File: src/rtl/ga_sched.sv
// ---------------------------------------------------------------------------
// ga_sched -- generation scheduler for the GA datapath
//   (pop_init -> fitness -> selection -> crossover -> mutation -> buffer)
//
// Walks the stage enables through pipeline fill, runs the initial generation
// with chromosomes taken from the RNG, then runs steady-state generations
// with chromosomes taken from the buffer. Counts evaluated pairs and
// generations, keeps the best chromosome seen so far, and stops when the
// generation limit or the target fitness is reached.
//
// Optional feature: define GA_SCHED_STALL_DETECT_EN to also stop after
// STALL_GENS consecutive generations with no improvement of best_fit.
//
// Ports:
//   clk            rising-edge clock
//   reset          asynchronous active-low reset
//   start          single-cycle pulse, begins a run (IDLE or FINISH only)
//   target_fit     signed early-stop fitness threshold
//   fit_valid      fit1/fit2/chrom1/chrom2 carry one evaluated pair
//   fit1, fit2     signed fitness of the pair
//   chrom1, chrom2 chromosomes of the pair
//   ff_enable, sel_enable, xover_enable   stage enables
//   buf_wenable, buf_renable              buffer write/read enables
//   src_sel        fitness input mux: 0 = RNG, 1 = buffer
//   gen_count      completed generations (saturates at MAX_GEN)
//   best, best_fit best chromosome so far and its fitness
//   busy, done     run status
// ---------------------------------------------------------------------------
module ga_sched #(
    parameter int POP_SIZE   = 16,
    parameter int CHROM_W    = 8,
    parameter int FIT_W      = 27,
    parameter int MAX_GEN    = 64,
    parameter int FILL_LAT   = 3,
    parameter int STALL_GENS = 8
) (
    input  logic                         clk,
    input  logic                         reset,
    input  logic                         start,
    input  logic signed [FIT_W-1:0]      target_fit,
    input  logic                         fit_valid,
    input  logic signed [FIT_W-1:0]      fit1,
    input  logic signed [FIT_W-1:0]      fit2,
    input  logic        [CHROM_W-1:0]    chrom1,
    input  logic        [CHROM_W-1:0]    chrom2,
    output logic                         ff_enable,
    output logic                         sel_enable,
    output logic                         xover_enable,
    output logic                         buf_wenable,
    output logic                         buf_renable,
    output logic                         src_sel,
    output logic [$clog2(MAX_GEN+1)-1:0] gen_count,
    output logic        [CHROM_W-1:0]    best,
    output logic signed [FIT_W-1:0]      best_fit,
    output logic                         busy,
    output logic                         done
);

    localparam int PAIRS = POP_SIZE / 2;
    localparam int PW    = (PAIRS > 1) ? $clog2(PAIRS) : 1;
    localparam int GW    = $clog2(MAX_GEN + 1);
    localparam int FCW   = (FILL_LAT > 1) ? $clog2(FILL_LAT) : 1;
    localparam int SW    = $clog2(STALL_GENS + 1);

    localparam logic [PW-1:0]  PAIR_LAST = PW'(PAIRS - 1);
    localparam logic [GW-1:0]  GEN_LAST  = GW'(MAX_GEN - 1);
    localparam logic [GW-1:0]  GEN_MAX   = GW'(MAX_GEN);
    localparam logic [FCW-1:0] FILL_LAST = FCW'(FILL_LAT - 1);
    localparam logic signed [FIT_W-1:0] FIT_MIN = {1'b1, {(FIT_W-1){1'b0}}};

    // Reject parameter sets the counters cannot represent.
    if ((POP_SIZE % 2 != 0) || (POP_SIZE < 4) || (FILL_LAT < 1) ||
        (MAX_GEN < 1) || (STALL_GENS < 1) || (SW < 1)) begin : g_param_err
        $error("ga_sched: illegal parameter set");
    end

    typedef enum logic [2:0] {
        ST_IDLE   = 3'd0,
        ST_FILL   = 3'd1,
        ST_INIT   = 3'd2,
        ST_STEADY = 3'd3,
        ST_FINISH = 3'd4
    } state_t;

    state_t                    state_q, state_d;
    logic [FCW-1:0]            fill_q, fill_d;
    logic [PW-1:0]             pair_q, pair_d;
    logic [GW-1:0]             gen_q, gen_d;
    logic [CHROM_W-1:0]        best_q, best_d;
    logic signed [FIT_W-1:0]   best_fit_q, best_fit_d;
    logic                      ff_q, ff_d, sel_q, sel_d, xover_q, xover_d;
    logic                      bufw_q, bufw_d, bufr_q, bufr_d, src_q, src_d;
    logic                      busy_q, busy_d, done_q, done_d;

    logic signed [FIT_W-1:0]   cand_fit_s;
    logic [CHROM_W-1:0]        cand_chrom_s;
    logic                      improve_s;
    logic                      gen_end_s;
    logic                      stop_s;

`ifdef GA_SCHED_STALL_DETECT_EN
    logic [SW-1:0]             stall_q, stall_d;
    logic                      improved_q, improved_d;
    logic                      improved_any_s;
`endif

    // Winner of the incoming pair; a tie goes to chrom1.
    always_comb begin
        if (fit1 >= fit2) begin
            cand_fit_s   = fit1;
            cand_chrom_s = chrom1;
        end else begin
            cand_fit_s   = fit2;
            cand_chrom_s = chrom2;
        end
    end

    // Next-state and next-output computation for the scheduler.
    always_comb begin
        state_d    = state_q;
        fill_d     = fill_q;
        pair_d     = pair_q;
        gen_d      = gen_q;
        best_d     = best_q;
        best_fit_d = best_fit_q;
        ff_d       = ff_q;
        sel_d      = sel_q;
        xover_d    = xover_q;
        bufw_d     = bufw_q;
        bufr_d     = bufr_q;
        src_d      = src_q;
        busy_d     = busy_q;
        done_d     = done_q;
        improve_s  = 1'b0;
        gen_end_s  = 1'b0;
        stop_s     = 1'b0;
`ifdef GA_SCHED_STALL_DETECT_EN
        stall_d        = stall_q;
        improved_d     = improved_q;
        improved_any_s = 1'b0;
`endif
        case (state_q)
            ST_IDLE, ST_FINISH: begin
                if (start) begin
                    state_d    = ST_FILL;
                    fill_d     = {FCW{1'b0}};
                    pair_d     = {PW{1'b0}};
                    gen_d      = {GW{1'b0}};
                    best_d     = {CHROM_W{1'b0}};
                    best_fit_d = FIT_MIN;
                    busy_d     = 1'b1;
                    done_d     = 1'b0;
`ifdef GA_SCHED_STALL_DETECT_EN
                    stall_d    = {SW{1'b0}};
                    improved_d = 1'b0;
`endif
                end else begin
                    state_d = state_q;
                end
            end
            ST_FILL: begin
                fill_d = fill_q + FCW'(1);
                if (fill_q == FCW'(0)) begin
                    ff_d = 1'b1;
                end else begin
                    ff_d = ff_q;
                end
                if (fill_q == FCW'(1)) begin
                    sel_d = 1'b1;
                end else begin
                    sel_d = sel_q;
                end
                // Last fill cycle: crossover output becomes valid, start INIT.
                if (fill_q == FILL_LAST) begin
                    xover_d = 1'b1;
                    bufw_d  = 1'b1;
                    bufr_d  = 1'b0;
                    src_d   = 1'b0;
                    fill_d  = {FCW{1'b0}};
                    state_d = ST_INIT;
                end else begin
                    state_d = ST_FILL;
                end
            end
            ST_INIT, ST_STEADY: begin
                if (fit_valid) begin
                    if (cand_fit_s > best_fit_q) begin
                        improve_s  = 1'b1;
                        best_d     = cand_chrom_s;
                        best_fit_d = cand_fit_s;
                    end else begin
                        improve_s  = 1'b0;
                    end
                    if (pair_q == PAIR_LAST) begin
                        gen_end_s = 1'b1;
                        pair_d    = {PW{1'b0}};
                        gen_d     = (gen_q == GEN_MAX) ? gen_q : gen_q + GW'(1);
                        state_d   = ST_STEADY;
                        src_d     = 1'b1;
                        bufr_d    = 1'b1;
                    end else begin
                        pair_d    = pair_q + PW'(1);
                    end
                    // best_fit_d is the post-update value: a pair that just
                    // reached the target stops the run on this edge.
                    if ((gen_end_s && (gen_q == GEN_LAST)) || (best_fit_d >= target_fit)) begin
                        stop_s = 1'b1;
                    end else begin
                        stop_s = 1'b0;
                    end
`ifdef GA_SCHED_STALL_DETECT_EN
                    // Stall is judged per generation: any improvement within
                    // the generation clears the count at its end.
                    improved_any_s = improved_q | improve_s;
                    if (gen_end_s) begin
                        improved_d = 1'b0;
                        if (improved_any_s) begin
                            stall_d = {SW{1'b0}};
                        end else begin
                            stall_d = stall_q + SW'(1);
                            if (stall_q + SW'(1) == SW'(STALL_GENS)) begin
                                stop_s = 1'b1;
                            end else begin
                                stop_s = stop_s;
                            end
                        end
                    end else begin
                        improved_d = improved_any_s;
                    end
`endif
                    if (stop_s) begin
                        state_d = ST_FINISH;
                        ff_d    = 1'b0;
                        sel_d   = 1'b0;
                        xover_d = 1'b0;
                        bufw_d  = 1'b0;
                        bufr_d  = 1'b0;
                        src_d   = 1'b0;
                        busy_d  = 1'b0;
                        done_d  = 1'b1;
                    end else begin
                        busy_d  = busy_q;
                    end
                end else begin
                    state_d = state_q;
                end
            end
            default: begin
                state_d = ST_IDLE;
            end
        endcase
    end

    // State and registered outputs; reset aborts any run in progress.
    always_ff @(posedge clk or negedge reset) begin
        if (!reset) begin
            state_q    <= ST_IDLE;
            fill_q     <= {FCW{1'b0}};
            pair_q     <= {PW{1'b0}};
            gen_q      <= {GW{1'b0}};
            best_q     <= {CHROM_W{1'b0}};
            best_fit_q <= FIT_MIN;
            ff_q       <= 1'b0;
            sel_q      <= 1'b0;
            xover_q    <= 1'b0;
            bufw_q     <= 1'b0;
            bufr_q     <= 1'b0;
            src_q      <= 1'b0;
            busy_q     <= 1'b0;
            done_q     <= 1'b0;
`ifdef GA_SCHED_STALL_DETECT_EN
            stall_q    <= {SW{1'b0}};
            improved_q <= 1'b0;
`endif
        end else begin
            state_q    <= state_d;
            fill_q     <= fill_d;
            pair_q     <= pair_d;
            gen_q      <= gen_d;
            best_q     <= best_d;
            best_fit_q <= best_fit_d;
            ff_q       <= ff_d;
            sel_q      <= sel_d;
            xover_q    <= xover_d;
            bufw_q     <= bufw_d;
            bufr_q     <= bufr_d;
            src_q      <= src_d;
            busy_q     <= busy_d;
            done_q     <= done_d;
`ifdef GA_SCHED_STALL_DETECT_EN
            stall_q    <= stall_d;
            improved_q <= improved_d;
`endif
        end
    end

    assign ff_enable    = ff_q;
    assign sel_enable   = sel_q;
    assign xover_enable = xover_q;
    assign buf_wenable  = bufw_q;
    assign buf_renable  = bufr_q;
    assign src_sel      = src_q;
    assign gen_count    = gen_q;
    assign best         = best_q;
    assign best_fit     = best_fit_q;
    assign busy         = busy_q;
    assign done         = done_q;

endmodule

File: config.mk
export PLATFORM = sky130hd
export DESIGN_NAME = ga_sched
export DESIGN_NICKNAME = d
export VERILOG_FILES = /design/src/rtl/ga_sched.sv
export SDC_FILE = /design/constraint.sdc
export NUM_CORES = 1
export LEC_CHECK = 0
export BUFFER_PORTS_ARGS = -buffer_cell sky130_fd_sc_hd__buf_2
export CORE_ASPECT_RATIO = 1.4
export CORE_UTILIZATION = 59
export CTS_BUF_LIST = sky130_fd_sc_hd__clkbuf_2
export DETAILED_ROUTE_END_ITERATION = 16
export PLACE_DENSITY = 0.89
export SLEW_MARGIN = 40
export SYNTH_ARGS = -nofsm -noshare
export SYNTH_HDL_FRONTEND = slang
export SYNTH_SLANG_ARGS = --single-unit
export TNS_END_PERCENT = 1
File: constraint.sdc
create_clock -name clk -period 10.9 [get_ports clk]
set_clock_uncertainty 0.1 [all_clocks]
set_input_delay 2.18 -clock clk [delete_from_list [all_inputs] [get_ports clk]]
set_output_delay 2.18 -clock clk [all_outputs]
set_load 0.02 [all_outputs]
==> results of run 1 <==
-- critical path: cells and delay by family --
family	cells	cell delay, ns
compound gates	11	3.14
mux	4	1.56
fa+ha+maj	3	0.97
simple gates	5	0.93
buf+inv	5	0.64
-- per-layer routing --
metal  track usage, %  routed length [um]
met1             33.4                5330
met2             54.5                7270
met3             5.16                 808
met4             16.4                 673
met5                0                   0
-- final timing paths --
check / end / start / depth (start not counted) / slack [ns]
setup reg to reg: state_q[0] / best_fit[26] / 19 / 5.47
max in group asynchronous: best[6] / reset / 2 / 8.49
hold / removal: busy / busy / 1 / 0.42
hold reg to reg: busy / busy / 1 / 0.42
setup / recovery: state_q[0] / fit2[6] / 28 / 1.73
min in group asynchronous: best_fit[2] / reset / 2 / 1.68
-- power by group through the flow --
stage	registers [W]	logic, W	clock network (W)
2_1_floorplan	0.000439	0.000730	0
3_3_place_gp	0.000376	0.000990	0
3_5_place_dp	0.000381	0.00107	0
4_1_cts	0.000376	0.00107	0.000110
5_1_grt	0.000391	0.00120	0.000118
6_report	0.000379	0.00108	0.000108
-- cells in the final DEF (no fill, tap or decap), drive strengths merged, types with 2 or more instances in the layout --
master	synthesis	final
a211oi	4	4
and2	3	3
buf	14	155
dfrtp	55	55
nand3b	4	4
nand3	7	7
clkbuf	8	6
or3	2	2
o211ai	4	4
nand2	65	65
nand4	22	22
o21ai	17	17
ha	85	85
o22ai	2	2
mux2i	74	74
a21oi	65	65
a2111oi	2	2
a21o	6	6
a221oi	2	2
nor4	4	4
nor3	7	7
xor2	4	4
a22oi	2	2
nor2b	2	2
nor2	46	46
inv	113	113
a22o	6	6
-- layout make-up --
cell class | count | area (um2) | share of cell area [%]
sequential | 56 | 1400 | 22.5
clock buffer | 6 | 30.0 | 0.481
multi-input combinational | 452 | 3420 | 54.8
clock inverter | 2 | 35.0 | 0.561
inverter | 113 | 424 | 6.79
tap | 105 | 131 | 2.10
timing repair buffer | 155 | 800 | 12.8
-- kinds of logic (layout without fill, tap and decap cells) --
kind of cell    count (synthesis)  in the layout  synth area share, %
simple gates                  169            169                 15.3
buf+inv                       135            276                 10.5
compound gates                119            119                 13.3
fa+ha+maj                      85             85                 19.8
mux                            75             75                 14.3
flops                          56             56                 26.1
xor+xnor                        4              4                0.651
-- sequential cells by signal (all words and copies together) (netlist names) --
register     count
best_fit        27
best             8
gen_count        7
pair_q           3
state_q          3
fill_q           2
buf_wenable      1
busy             1
done             1
ff_enable        1
sel_enable       1
src_sel          1
-- through the flow --
step | worst slack [ns] | hold WS, ns | std cells | total power (W)
6_report | 1.73 | 0.424 | 889 | 0.00157
5_1_grt | 1.44 | 0.450 | 889 | 0.00171
4_1_cts | 1.75 | 0.429 | 889 | 0.00156
3_5_place_dp | 1.23 | 0.373 | 881 | 0.00145
3_3_place_gp | 1.07 | 0.360 | 879 | 0.00137
2_1_floorplan | 2.78 | 0.370 | 643 | 0.00117
==> impl_metrics.py, run 1 <==
metrics = {
    "logic_synthesis": {
        "yosys_warnings": 0,
        "syn_inst": 643,
        "synth.avg_cell_area_um2": 8.37,
        "syn-cell-area_mm2": 0.00538,
        "synthArstFlopShare_pct": 100,
        "syn_nets": 829,
        "ys_seq_area_share_pct": 26.1,
        "synth_seq_cells": 56,
        "yosysMostFrequentCell": "inv_1",
        "ys_top_cells_by_count": "112 x inv_1, 85 x ha_1, 72 x mux2i_1",
        "yosysTopAreaCellShare_pct": 25.6,
        "synth-main-ff-cell": "dfrtp_1",
        "yosysTopAreaCell": "dfrtp_1",
        "synth_top_cells_by_area": "dfrtp_1 26%, ha_1 20%, mux2i_1 13%",
        "synth-edff-count": 0,
        "yosysUniqueCellTypes": 56,
    },
    "worst_setup_path": {
        "cp_data_arrival_time_ns": 9.43,
        "cp_slowest_cell": "a2111oi_1",
        "worstSetupEndpointType": "flip-flop",
        "slowest_delay_ns": 0.80,
        "crit_required_ns": 11.17,
        "crit_top_cell": "ha_1",
        "crit_type": "input port to flip-flop",
        "crit_path_max_fanout": 28,
        "critPathLaunchType": "input port",
    },
    "timing": {
        "final.period_utilization_pct": 84.1,
        "tightestPinTransition_ns": 0.813,
        "layout_min_cycle_time_ns": 9.17,
        "fmax_ghz": 0.109,
        "totalNegativeSetupSlack_ns": 0,
        "hold_viol_final": 0,
        "setup_violations": 0,
        "slew_headroom_pct": 45.7,
        "rsz0062_at_grt": "no",
        "slew_viol_final": 0,
    },
    "detailed_routing": {
        "vias": 5246,
        "drt_iter0_drc": 278,
        "dr.pass1.iters": 6,
        "ant_nets": 0,
        "drc_errors": 0,
        "drt-wirelength-per-cell_um": 15.8,
        "drt-total-wl_mm": 14.1,
        "vias_per_cell": 5.90,
    },
    "place": {
        "gp_congestion": 0.893,
        "placed_area_mm2": 0.00617,
        "post-dp-hpwl_mm": 11.4,
        "port_buffers": 150,
    },
    "layout": {
        "num-fill-cells": 662,
        "design_area_mm2": 0.00624,
        "fin_nets": 969,
        "drive_above_1_share_pct": 22.7,
        "diodes": 0,
        "final_core_util_pct": 71.7,
        "area_growth_pct": 16.0,
    },
    "cts": {
        "clkSlewWorstSetupHoldPaths_ns": 0.25,
        "cts_tree": "done",
        "clk_root_buffer_cell": "clkbuf_2",
        "clk_path_buf_depth": 2,
        "clock_sinks": 56,
        "holdBufCountCts": 0,
        "htreeDepth": 2,
        "cts-buffers-inserted": 5,
        "insertion_delay_ns": 0.48,
        "ctsResizeCount": 0,
        "cts_setup_buffers": 0,
    },
    "power_and_ir_drop": {
        "switching_share_pct": 50.8,
        "internal-power_w": 0.000772,
        "power.density_mw_per_mm2": 251,
        "power.leakage_nw": 3.73,
        "p_switching_w": 0.000797,
        "combPwrFrac_pct": 69.0,
        "seqPwrFrac_pct": 24.2,
        "pwr-share-clk_pct": 6.9,
        "ir_worst_vdd_uv": 195,
    },
    "floorplanning": {
        "rows": 40,
        "die_area_mm2": 0.00951,
        "die_x_um": 82.7,
        "io_pins": 151,
        "die_y_um": 115,
        "start_util_pct": 61.8,
        "coreArea_mm2": 0.00871,
    },
    "job": {
        "cap_violations": 0,
    },
    "grt": {
        "grt_max_degree": 57,
        "grt_pass1_vias": 5202,
        "grt_pass1_wl_mm": 22.4,
        "grt_use_total_pct": 30.5,
        "overflow": 0,
        "antenna_found_initial": 0,
    },
    "min_path": {
        "hp-class": "flip-flop to flip-flop",
    },
    "status": {
        "status": "finished, final reports clean",
    },
}
No activity file was read; power rests on OpenSTA's default activity.
==> run 2: changes to the inputs <==
--- a/config.mk
+++ b/config.mk
@@ -5,12 +5,13 @@
 export SDC_FILE = /design/constraint.sdc
 export NUM_CORES = 1
 export LEC_CHECK = 0
+export ABC_AREA = 1
 export BUFFER_PORTS_ARGS = -buffer_cell sky130_fd_sc_hd__buf_2
 export CORE_ASPECT_RATIO = 1.4
-export CORE_UTILIZATION = 59
+export CORE_UTILIZATION = 55
 export CTS_BUF_LIST = sky130_fd_sc_hd__clkbuf_2
 export DETAILED_ROUTE_END_ITERATION = 16
-export PLACE_DENSITY = 0.89
+export PLACE_DENSITY = 0.83
 export SLEW_MARGIN = 40
 export SYNTH_ARGS = -nofsm -noshare
 export SYNTH_HDL_FRONTEND = slang
==> constraint.sdc (replaced) <==
create_clock -name clk -period 8.5 [get_ports clk]
set_clock_uncertainty 0.1 [all_clocks]
set_input_delay 1.7 -clock clk [delete_from_list [all_inputs] [get_ports clk]]
set_output_delay 1.7 -clock clk [all_outputs]
set_load 0.02 [all_outputs]
==> run 2 against run 1 <==
Effect of this change: sequential cell count is the same; core utilization is 6.0 points lower; register-to-register slack worse by 1.4 ns; hold slack got worse by 0.026 ns; cell count rose by 25%; sequential power increased by 16%; area after synthesis rose by 3.7%; die area is 11% higher; critical path depth grew 10; non-clock buffer count grew 2; first-iteration DRC count is 0.36% higher; global-route usage shrank 2.4 points; critical endpoint is now buf_wenable; largest cell class unchanged.
==> impl_metrics.py, run 2 <==
metrics = {
    "layout": {
        "final_common_cell": "nand2_1",
        "final_cell_mix": "234 x nand2_1, 150 x buf_2, 140 x inv_1",
        "drive_above_1_share_pct": 17.7,
        "final_core_util_pct": 65.7,
        "area_growth_pct": 16.6,
        "largest_register_ffs": 27,
        "fin_nets": 1160,
        "num-fill-cells": 991,
    },
    "min_path": {
        "hp-start": "pair_q[0]",
        "hp-class": "flip-flop to flip-flop",
    },
    "detailed_routing": {
        "vias": 5873,
        "vias_per_cell": 5.29,
        "drt-wirelength-per-cell_um": 12.8,
        "drt_iter0_drc": 279,
        "dr.pass1.iters": 7,
        "ant_nets": 0,
        "drc_errors": 0,
        "drt-total-wl_mm": 14.2,
    },
    "cts": {
        "clk_root_buffer_cell": "clkbuf_2",
        "holdBufCountCts": 0,
        "clk_path_buf_depth": 2,
        "htreeDepth": 2,
        "ctsResizeCount": 0,
        "cts_tree": "done",
        "insertion_delay_ns": 0.46,
        "cts_setup_buffers": 0,
        "clock_sinks": 56,
        "clkSlewWorstSetupHoldPaths_ns": 0.25,
        "cts-buffers-inserted": 5,
    },
    "logic_synthesis": {
        "ys_top_cells_by_count": "234 x nand2_1, 140 x inv_1, 85 x ha_1",
        "yosysUniqueCellTypes": 35,
        "synth_top_family_by_area": "simple AND/OR/NAND/NOR gates",
        "synth_simple_gate_area_share_pct": 34.4,
        "synthXorXnorAreaFrac_pct": 0.157,
        "synth_seq_cells": 56,
        "synthArstFlopShare_pct": 100,
        "synth-main-ff-cell": "dfrtp_1",
        "synth_compound_area_share_pct": 9.63,
        "post_synth_fa_ha_maj_area_fraction_pct": 19.1,
        "syn_inst": 833,
        "syn_nets": 1019,
        "synth_top_cells_by_area": "dfrtp_1 25%, ha_1 19%, nand2_1 16%",
        "synth-edff-count": 0,
        "yosys_warnings": 0,
        "yosysTopAreaCell": "dfrtp_1",
        "yosysTopAreaCellShare_pct": 24.7,
        "syn-cell-area_mm2": 0.00558,
        "ys_seq_area_share_pct": 25.2,
        "synth.avg_cell_area_um2": 6.69,
        "synthMuxAreaShare_pct": 0,
        "yosysMostFrequentCell": "nand2_1",
    },
    "worst_setup_path": {
        "crit_top_cell": "nand2_1",
        "worstSetupEndpointType": "flip-flop",
        "cp_data_arrival_time_ns": 7.21,
        "critPathLaunchType": "input port",
        "crit_type": "input port to flip-flop",
        "critical_path.startpoint": "fit2[26]",
        "slowest_delay_ns": 0.38,
        "crit_required_ns": 8.82,
        "r2r-start": "best_fit[26]",
        "cp_slowest_cell": "nand3_4",
        "crit_path_max_fanout": 43,
    },
    "floorplanning": {
        "die_x_um": 87.1,
        "die_area_mm2": 0.0106,
        "io_pins": 151,
        "start_util_pct": 56.3,
        "die_y_um": 121,
        "rows": 43,
        "coreArea_mm2": 0.00990,
    },
    "timing": {
        "slew_viol_final": 0,
        "setup_violations": 0,
        "fmax_ghz": 0.145,
        "final.period_utilization_pct": 81.1,
        "whs_ns": 0.398,
        "totalNegativeSetupSlack_ns": 0,
        "hold_viol_final": 0,
        "slew_headroom_pct": 52.0,
        "layout_min_cycle_time_ns": 6.89,
        "tightestPinTransition_ns": 0.721,
        "rsz0062_at_grt": "no",
    },
    "status": {
        "status": "finished, final reports clean",
    },
    "grt": {
        "grt_max_degree": 57,
        "grt_pass1_wl_mm": 23.5,
        "grt_pass1_vias": 5444,
        "antenna_found_initial": 1,
        "grt_use_total_pct": 28.1,
        "overflow": 0,
    },
    "power_and_ir_drop": {
        "power.leakage_nw": 3.93,
        "ir_worst_vdd_uv": 115,
        "power.density_mw_per_mm2": 329,
    },
    "place": {
        "port_buffers": 150,
        "post-dp-hpwl_mm": 11.9,
        "gp_congestion": 0.979,
    },
    "job": {
        "cap_violations": 0,
    },
}
run 2: cell type report:
type	instances	area [um2]	share of cell area, %
well taps	135	169	2.60
clock buffers	5	25.0	0.385
inverters	141	529	8.14
diodes	1	2.50	0.0385
clock inverters	3	37.5	0.577
multi-input cells	613	3530	54.3
repair buffers	157	803	12.4
flip-flops and latches	56	1400	21.6
run 2: worst max-delay path: cells and delay by family:
| family | cells | cell delay [ns] |
|---|---|---|
| AO/OA/AOI/OAI | 1 | 0.17 |
| adder cells (fa/ha/maj) | 3 | 0.94 |
| buffers and inverters | 6 | 0.74 |
| AND/OR/NAND/NOR | 28 | 3.62 |
run 2: routing by layer:
layer  wire length [um]  share of wire (%)  up-vias  global-route usage, %
li1                   -                  -     2994                      -
met1               6050                 43     2656                   34.0
met2               7040                 50      182                   49.9
met3                662                4.7       41                   2.93
met4                463                3.3        0                   11.8
met5                  0                  0        -                      0
run 2: worst paths after layout:
kind                            cells after the start  slack (ns)      endpoint
worst max-delay path                               38        1.61   buf_wenable
worst min-delay path                                1        0.40     pair_q[0]
worst max register to register                     26        4.03   buf_wenable
worst min register to register                      1        0.40     pair_q[0]
max in group asynchronous                           2        6.61  best_fit[15]
min in group asynchronous                           2        1.22  gen_count[4]
run 2: logic make-up after synthesis:
kind of cell               after synthesis
buffers and inverters                  164
DFF                                     56
adders and majority gates               85
xor gates and xnor gates                 1
and+or+nand+nor                        427
AOI/OAI and AO/OA                      100
run 2: stage by stage:
stage                     worst slack (ns)  instance area (um2)  total power (W)  cells
after global routing                 0.938                 6500          0.00238   1111
final                                 1.61                 6500          0.00214   1111
after detailed placement              1.13                 6430          0.00200   1102
after floorplan                       2.26                 5580          0.00159    833
after CTS                             1.66                 6500          0.00213   1110
after global placement                1.27                 6430          0.00197   1102
run 2: where the power goes:
group,switching [W],internal [W],total (W)
sequential,0.0000668,0.000372,0.000438
combinational,0.00101,0.000567,0.00157
clock,0.0000819,0.0000478,0.000130
==> run 3: changes to the inputs <==
==> constraint.sdc (replaced) <==
create_clock -name clk -period 6.86 [get_ports clk]
set_clock_uncertainty 0.1 [all_clocks]
set_input_delay 1.372 -clock clk [delete_from_list [all_inputs] [get_ports clk]]
set_output_delay 1.372 -clock clk [all_outputs]
set_load 0.02 [all_outputs]
==> run 3 against run 2 <==
Effect of this change: register-to-register slack lost 1.4 ns; sequential power grew 24%; sequential cell count is the same; power grew 30%; design area grew 1.5%; sequential share of layout area shrank 0.32 points; die area is the same; critical path depth is the same; largest power group unchanged; highest routed layer unchanged.
==> impl_metrics.py, run 3 (same netlist as run 2, synthesis figures left out) <==
metrics = {
    "status": {
        "status": "finished, final reports clean",
    },
    "grt": {
        "overflow": 0,
        "grt_pass1_vias": 5549,
        "grt_max_degree": 57,
        "antenna_found_initial": 0,
        "grt_pass1_wl_mm": 24.1,
        "grt_use_total_pct": 28.6,
    },
    "layout": {
        "final_cell_mix": "234 x nand2_1, 150 x buf_2, 140 x inv_1",
        "final_core_util_pct": 66.6,
        "largest_register_ffs": 27,
        "num-fill-cells": 992,
        "fin_nets": 1164,
        "final_common_cell": "nand2_1",
        "design_area_mm2": 0.00660,
        "drive_above_1_share_pct": 18.4,
        "area_growth_pct": 18.3,
    },
    "worst_setup_path": {
        "r2r_slack_ns": 2.66,
        "crit_path_max_fanout": 19,
        "cp_slowest_cell": "ha_1",
        "reg2reg_depth": 27,
        "crit_top_cell": "nand2_1",
        "critPathLaunchType": "input port",
        "worstSetupEndpointType": "flip-flop",
        "cp_data_arrival_time_ns": 6.67,
        "r2r-start": "best_fit[26]",
        "slowest_delay_ns": 0.34,
        "reg2reg_to": "buf_wenable",
        "cp-endpoint": "buf_wenable",
        "crit_type": "input port to flip-flop",
        "crit_required_ns": 7.19,
        "critical_path.startpoint": "fit2[26]",
    },
    "detailed_routing": {
        "wl_met3_um": 724,
        "drt_iter0_drc": 223,
        "vias_per_cell": 5.26,
        "vias": 5861,
        "ant_nets": 0,
        "dr_wl_met2_mm": 7.23,
        "drc_errors": 0,
        "met1_length_mm": 6.19,
        "drt-total-wl_mm": 14.6,
        "dr.pass1.iters": 4,
        "drt-wirelength-per-cell_um": 13.1,
        "top_layer_used": "met4",
    },
    "timing": {
        "tightestPinTransition_ns": 0.713,
        "setup_violations": 0,
        "whs_ns": 0.409,
        "fmax_ghz": 0.158,
        "hold_viol_final": 0,
        "rsz0062_at_grt": "no",
        "slew_viol_final": 0,
        "layout_min_cycle_time_ns": 6.34,
        "final.period_utilization_pct": 92.5,
        "slew_headroom_pct": 52.4,
    },
    "cts": {
        "clkSlewWorstSetupHoldPaths_ns": 0.30,
        "cts-buffers-inserted": 5,
        "clk_path_buf_depth": 2,
        "cts_setup_buffers": 0,
        "clk_root_buffer_cell": "clkbuf_2",
        "clock_sinks": 56,
        "insertion_delay_ns": 0.48,
        "htreeDepth": 2,
        "holdBufCountCts": 0,
        "cts_tree": "done",
    },
    "floorplanning": {
        "start_util_pct": 56.3,
        "rows": 43,
        "coreArea_mm2": 0.00990,
        "die_y_um": 121,
        "die_area_mm2": 0.0106,
        "io_pins": 151,
        "die_x_um": 87.1,
    },
    "place": {
        "post-dp-hpwl_mm": 12.1,
        "placed_area_mm2": 0.00646,
        "gp_congestion": 0.980,
        "port_buffers": 150,
    },
    "power_and_ir_drop": {
        "power.density_mw_per_mm2": 420,
        "power.leakage_nw": 3.98,
        "ir_worst_vdd_uv": 166,
        "total_power_w": 0.00277,
    },
    "min_path": {
        "hp-class": "flip-flop to flip-flop",
    },
    "job": {
        "cap_violations": 0,
    },
}
-- run 3: metrics by stage --
stage | setup WS, ns | setup TNS (ns) | instances
after global routing | 0.00140 | 0 | 1114
after detailed placement | -0.0134 | -0.0355 | 1105
after floorplan | 0.949 | 0 | 833
after CTS | 0.506 | 0 | 1113
after global placement | 0.104 | 0 | 1105
final | 0.515 | 0 | 1115
-- run 3: final cells by class --
class                           count  area [um2]  share of cell area [%]
Clock inverter                      3        90.1                    1.37
Tap cell                          135         169                    2.56
Timing Repair Buffer              160         826                    12.5
Antenna cell                        1        2.50                  0.0379
Sequential cell                    56        1400                    21.3
Multi-Input combinational cell    614        3550                    53.9
Inverter                          141         529                    8.02
Clock buffer                        5        25.0                   0.379
-- run 3: how the worst min path moves through the flow --
stage	slack [ns]	depth (start not counted)	end	startpoint
after floorplan	0.35	1	pair_q[0]	pair_q[0]
after global routing	0.41	1	pair_q[0]	pair_q[0]
final	0.41	2	busy	busy
after global placement	0.35	2	busy	busy
after detailed placement	0.36	2	busy	busy
after CTS	0.41	1	pair_q[0]	pair_q[0]
-- run 3: worst max-delay path: cells and delay by family --
| kind | cells | cell delay [ns] |
|---|---|---|
| simple gates | 29 | 3.39 |
| buf+inv | 6 | 0.97 |
| fa+ha+maj | 3 | 0.91 |
-- run 3: repair_timing --
item,4_1_cts,5_1_grt
setup endpoints to repair,0,4
endpoints found under the hold margin,0,0
resized for setup,0,2
-- run 3: where the power goes --
part           internal [W]  switching (W)
combinational      0.000722        0.00126
sequential         0.000460      0.0000820
clock              0.000134       0.000111
-- run 3: layer usage --
| layer | vias up | global-route usage, % |
|---|---|---|
| met1 | 2628 | 35.8 |
| met5 | - | 0 |
| met4 | 0 | 11.3 |
| met2 | 194 | 50.1 |
| li1 | 3003 | - |
| met3 | 36 | 2.38 |
